**src/rtl/ecall_io_ctrl_if.sv**
```systemverilog
// CPU-side ecall handshake: service request in, stall and a0 write-back out.
interface ecall_io_ctrl_if;
  logic        ecall;
  logic [31:0] rega7;
  logic [31:0] rega0;
  logic        stall;
  logic        io_wen;
  logic [31:0] io_wdata;

  modport master (output ecall, rega7, rega0, input  stall, io_wen, io_wdata);
  modport slave  (input  ecall, rega7, rega0, output stall, io_wen, io_wdata);
endinterface

```
**src/rtl/ecall_io_ctrl.sv**
```systemverilog
// Ecall I/O service unit: switch reads gated by a debounced confirm button,
// LED / 7-segment writes completed in a single cycle.
module ecall_io_ctrl #(
  parameter int unsigned DEBOUNCE_CYCLES = 200000
) (
  input  logic            clock,
  input  logic            reset,
  ecall_io_ctrl_if.slave  cpu,
  input  logic [15:0]     switch_in,
  input  logic            confirm_btn,
  output logic [15:0]     led_out,
  output logic [31:0]     seg_out
);
  localparam int CW = $clog2(DEBOUNCE_CYCLES + 1);

  typedef enum logic [1:0] {IDLE, WAIT_PRESS, WAIT_RELEASE, DONE} state_t;

  state_t        state_q, state_d;
  logic          sync1_q, sync1_d, sync2_q, sync2_d;
  logic          btn_q, btn_d;
  logic [CW-1:0] cnt_q, cnt_d, cnt_inc;
  logic [1:0]    svc_q, svc_d;
  logic [31:0]   data_q, data_d;
  logic          stall_q, stall_d, wen_q, wen_d;
  logic [15:0]   led_q, led_d;
  logic [31:0]   seg_q, seg_d;
  logic          rd_req, btn_rise;

  function automatic logic [31:0] fmt(input logic [1:0] svc, input logic [15:0] sw);
    case (svc)
      2'd0:    return {16'b0, sw};
      2'd1:    return {{16{sw[15]}}, sw};
      2'd2:    return {24'b0, sw[7:0]};
      default: return {31'b0, sw[0]};
    endcase
  endfunction

  // Count consecutive synchronized samples that disagree with the accepted
  // level; any agreeing sample restarts the run.
  always_comb begin
    sync1_d = confirm_btn;
    sync2_d = sync1_q;
    btn_d   = btn_q;
    cnt_d   = '0;
    cnt_inc = (cnt_q == CW'(DEBOUNCE_CYCLES)) ? cnt_q : cnt_q + 1'b1;
    if (sync2_q != btn_q) begin
      if (cnt_inc == CW'(DEBOUNCE_CYCLES)) btn_d = sync2_q;
      else                                 cnt_d = cnt_inc;
    end
  end

  assign btn_rise = btn_d & ~btn_q;
  assign rd_req   = (state_q == IDLE) && cpu.ecall && (cpu.rega7 < 32'd4);

  always_comb begin
    state_d = state_q;
    svc_d   = svc_q;
    data_d  = data_q;
    led_d   = led_q;
    seg_d   = seg_q;
    stall_d = 1'b0;
    wen_d   = 1'b0;
    case (state_q)
      IDLE: begin
        if (rd_req) begin
          svc_d   = cpu.rega7[1:0];
          stall_d = 1'b1;
          state_d = WAIT_PRESS;
        end else if (cpu.ecall && cpu.rega7 == 32'd4) begin
          led_d = cpu.rega0[15:0];
        end else if (cpu.ecall && cpu.rega7 == 32'd5) begin
          seg_d = cpu.rega0;
        end
      end
      WAIT_PRESS: begin
        stall_d = 1'b1;
        // A level already high on entry never produces a rise event.
        if (btn_rise) begin
          data_d  = fmt(svc_q, switch_in);
          state_d = WAIT_RELEASE;
        end
      end
      WAIT_RELEASE: begin
        stall_d = 1'b1;
        if (!btn_d) begin
          stall_d = 1'b0;
          wen_d   = 1'b1;
          state_d = DONE;
        end
      end
      default: state_d = IDLE;
    endcase
  end

  always_ff @(posedge clock) begin
    if (reset) begin
      state_q <= IDLE;
      sync1_q <= 1'b0;
      sync2_q <= 1'b0;
      btn_q   <= 1'b0;
      cnt_q   <= '0;
      svc_q   <= 2'd0;
      data_q  <= 32'd0;
      stall_q <= 1'b0;
      wen_q   <= 1'b0;
      led_q   <= 16'd0;
      seg_q   <= 32'd0;
    end else begin
      state_q <= state_d;
      sync1_q <= sync1_d;
      sync2_q <= sync2_d;
      btn_q   <= btn_d;
      cnt_q   <= cnt_d;
      svc_q   <= svc_d;
      data_q  <= data_d;
      stall_q <= stall_d;
      wen_q   <= wen_d;
      led_q   <= led_d;
      seg_q   <= seg_d;
    end
  end

  assign cpu.stall    = stall_q | rd_req;
  assign cpu.io_wen   = wen_q;
  assign cpu.io_wdata = data_q;
  assign led_out      = led_q;
  assign seg_out      = seg_q;
endmodule

```
**src/flat_wrapper.sv**
```systemverilog
// flat-port wrapper written by rule: the top's interface ports become plain ports
module ecall_io_ctrl_flat 
#(
  parameter int unsigned DEBOUNCE_CYCLES = 200000
)
  (clock, reset, switch_in, confirm_btn, led_out, seg_out, cpu_ecall, cpu_rega7, cpu_rega0, cpu_stall, cpu_io_wen, cpu_io_wdata);
  ecall_io_ctrl_if cpu_i ();
  input  logic clock;
  input  logic reset;
  input  logic [15:0] switch_in;
  input  logic confirm_btn;
  output logic [15:0] led_out;
  output logic [31:0] seg_out;
  input wire logic [$bits(cpu_i.ecall)-1:0] cpu_ecall;
  input wire logic [$bits(cpu_i.rega7)-1:0] cpu_rega7;
  input wire logic [$bits(cpu_i.rega0)-1:0] cpu_rega0;
  output wire logic [$bits(cpu_i.stall)-1:0] cpu_stall;
  output wire logic [$bits(cpu_i.io_wen)-1:0] cpu_io_wen;
  output wire logic [$bits(cpu_i.io_wdata)-1:0] cpu_io_wdata;
  assign cpu_i.ecall = cpu_ecall;
  assign cpu_i.rega7 = cpu_rega7;
  assign cpu_i.rega0 = cpu_rega0;
  assign cpu_stall = cpu_i.stall;
  assign cpu_io_wen = cpu_i.io_wen;
  assign cpu_io_wdata = cpu_i.io_wdata;
  ecall_io_ctrl #(.DEBOUNCE_CYCLES(DEBOUNCE_CYCLES)) u_core (.clock(clock), .reset(reset), .cpu(cpu_i), .switch_in(switch_in), .confirm_btn(confirm_btn), .led_out(led_out), .seg_out(seg_out));
endmodule
```
**config.mk**
```make
export PLATFORM = sky130hd
export DESIGN_NAME = ecall_io_ctrl_flat
export DESIGN_NICKNAME = d
export VERILOG_FILES = /design/src/rtl/ecall_io_ctrl_if.sv /design/src/rtl/ecall_io_ctrl.sv /design/src/flat_wrapper.sv
export SDC_FILE = /design/constraint.sdc
export NUM_CORES = 1
export LEC_CHECK = 0
export CAP_MARGIN = 25
export CORE_MARGIN = 4
export CORE_UTILIZATION = 44
export CTS_CLUSTER_SIZE = 14
export DETAILED_ROUTE_END_ITERATION = 6
export GPL_ROUTABILITY_DRIVEN = 1
export PLACE_DENSITY = 0.81
export SYNTH_ARGS = -nofsm -noshare
export SYNTH_HDL_FRONTEND = slang
export SYNTH_SLANG_ARGS = --single-unit
```
**constraint.sdc**
```tcl
create_clock -name clock -period 3.46 [get_ports clock]
set_input_delay 0.346 -clock clock [delete_from_list [all_inputs] [get_ports clock]]
set_output_delay 0.346 -clock clock [all_outputs]
set_load 0.01 [all_outputs]
```
==> metrics <==
DR vias/cell=between 5 and 6; clock skew=0.0105 ns; Post-CTS Repair Setup Buffers=0; clk sinks=just over 90; final worst slack=0.243 ns; Clock Latency Late Sink=about 0.36 ns; Synth Area in Compound Gates=around 4.8%; Worst path max stage delay=~0.58 ns; share of layout cells above drive strength 1=under 10%; highest metal used=met4; IO Pins=166; aggregate global routing overflow=0; routed len/inst=15.7 um; largest net degree at the start of global routing=63; TritonCTS Buffers=9; Most used DFF post-synth=dfxtp_1; CTS Buffer Depth=2; antenna violations before repair=0; core footprint=between 9000 and 10000 um^2; simple-gate portion of the synthesized area=24.9%; DR vias=roughly 3700; Worst EP required=between 3 and 4 ns; Critical-path top delay cell=a2111oi_4; Syn Std Cell Area=~4200 um^2; worst-margin pin slew=0.618 ns; CP Class=flop to flop; startpoint types=flop; critical path launch point=u_core.cnt_q[0]$_SDFF_PP0_; peak supply drop=roughly 240 uV; ant diodes=0; DRT antenna net count=0; RSZ-0062 raised after global routing=false; count leader, synth=dfxtp_1; number of global-route vias before repair=around 3700; ranking of synthesized cells by area=dfxtp_1, mux2i_1, nor2_1; die width=about 110 um; IO buf count=approximately 170; root buf cell=clkbuf_8; Routed WL=about 11000 um; DR WL met3=1150 um; Final nets=683; GR Util All Layers=around a fifth; Die ar.=11200 um^2; Gate Count Post-Synth=447; Adder-Cell Fraction of Synth Area=under 10%; Hold Path Class=primary input to flop; row cnt=35; clock slew at reported path FFs=approximately 0.09 ns; Seq/Total Area, Yosys=between 40% and 50%; First-pass DRT Iterations=4; Max Cap Violations=0; Yosys cell types=52; Die Height=approximately 110 um; asr flop ratio synth=0%; ordered cell list for the critical path=inv_1, ha_1, nor4b_1, and4_1, a221oi_1, a31oi_1, a2111oi_4, nand4_4, or3b_2, a21oi_1; Static Leak=about 2.1 nW; final RePlAce weighted congestion=between 0.9 and 1; min-delay src=reset; Yosys top cell by area=dfxtp_1; fin crit share=93.0%; Mean Syn Cell Area=9.40 um^2; count of final setup violators=0; largest family of logic cells by synthesized area=simple AND/OR/NAND/NOR gates; worst path arrival time=approximately 3.5 ns; top cells by count, synth=dfxtp_1, nor2_1, mux2i_1; R2R depth=10; min Tclk post-route=3.22 ns; Max Slew Vio Count=0; TritonCTS clock tree=built; hold path cells=2; drt drc=0; met2 wire length=5690 um; setup TNS=0 ns; share of the synthesized area in the top cell type=around 44%; status=finished clean; Fillers=about 750; hold_buf cts=0; HPWL after DPL=roughly 8700 um; Synth Area in XOR/XNOR=3.96%; mux share of post-synthesis cell area=15.3%; metal1 wirelength=around 4500 um; Post-synth EDFFs=0; max_slew headroom=a little under 60%; Synth Warn #=0; flops & latches, synth=between 90 and 100; CTS H-tree lvls=3; R2R Path Start=u_core.cnt_q[0]$_SDFF_PP0_; Max Clk Rate=311 MHz; post-layout util=around two thirds; CP max FO=19; endpoint class of the critical path=flop; dpl ws=0.289 ns; DRT iter0 DRCs=about 130; post-CTS resize count=0; P per Cell Area=around 310 nW/um^2; final hold violations=0; Initial Utilization=45.3%; area delta synth->final=44.3%; first-pass GRT wire length=between 15000 and 20000 um; Synthesized Nets=~540
==> flip-flops by register name (all words and copies together), names as in the netlist <==
register,count
u_core.led_out,16
u_core.btn_q,1
u_core.cpu.io_wen,1
u_core.seg_out,32
u_core.cnt_q,18
u_core.svc_q,2
u_core.cpu.io_wdata,17
u_core.sync1_q,1
u_core.stall_q,1
u_core.state_q,2
u_core.sync2_q,1
==> path summary, 6_finish.rpt <==
check / endpoint / slack [ns]
worst max register to register: u_core.cpu.io_wdata[9]$_SDFFE_PP0P_ / 0.24
worst min register to register: u_core.sync2_q$_SDFF_PP0_ / 0.44
worst max-delay path: u_core.cpu.io_wdata[9]$_SDFFE_PP0P_ / 0.24
worst min-delay path: u_core.cpu.io_wdata[15]$_SDFFE_PP0P_ / 0.34
==> per-stage QoR <==
stage | instance area (um^2) | hold WS [ns] | power (W) | instances
global placement | 5870 | 0.429 | 0.00121 | 711
detailed placement | 5870 | 0.424 | 0.00122 | 711
floorplan | 4200 | 0.414 | 0.00111 | 447
global route | 6070 | 0.341 | 0.00197 | 727
CTS | 6070 | 0.324 | 0.00191 | 727
finish | 6070 | 0.337 | 0.00189 | 727
==> kinds of logic after synthesis <==
group / count (synthesis)
xor gates and xnor gates: 19
DFF: 92
AOI/OAI and AO/OA: 28
buffers and inverters: 44
adders and majority gates: 6
muxes: 64
and+or+nand+nor: 194
==> worst max-delay path: cells and delay by family, from the launching register on <==
| family | cells | cell delay (ns) |
|---|---|---|
| AOI/OAI and AO/OA | 4 | 1.16 |
| adders and majority gates | 1 | 0.21 |
| buffers and inverters | 1 | 0.11 |
| DFF | 1 | 0.41 |
| and+or+nand+nor | 4 | 1.27 |
==> layout make-up <==
class | instances | area, um^2 | share of cell area (%)
clock buffers | 9 | 124 | 2.04
clock inverters | 7 | 70.1 | 1.16
inverters | 8 | 30.0 | 0.495
multi-input cells | 311 | 2150 | 35.4
flip-flops and latches | 92 | 1840 | 30.4
well taps | 129 | 161 | 2.66
repair buffers | 171 | 1690 | 27.9
==> where the power goes <==
part / leakage, nW / switching, W / internal [W]
clock network: 0.0887 / 0.000423 / 0.000280
logic: 1.31 / 0.0000375 / 0.0000915
registers: 0.741 / 0.00000146 / 0.00106
==> placed cells by master, fill, tap and decap left out, types with 2 or more instances in the layout <==
cell and instances:
and3_1 5, mux2i_1 63, nand4_1 7, and4_1 2, nor3_1 7, clkinvlp_4 3, ha_1 6, clkdlybuf4s50_1 164
xnor2_1 11, inv_8 2, nand4_4 2, inv_1 8, clkbuf_8 9, nand2b_1 4, or3b_2 5, nand3_1 5
or3b_1 2, or2_2 2, nor2b_1 6, and2_1 12, a31oi_1 2, buf_4 6, nor4b_1 4, xor2_1 8
nor4_1 9, nand2_1 22, nor2_1 90, dfxtp_1 92, a21oi_1 13
==> metal layers <==
metal,vias up,global-route usage [%]
met3,10,9.68
met1,1727,22.1
met4,0,3.89
li1,1803,-
met2,120,35.1
met5,-,0
No activity file was read; power rests on OpenSTA's default activity.
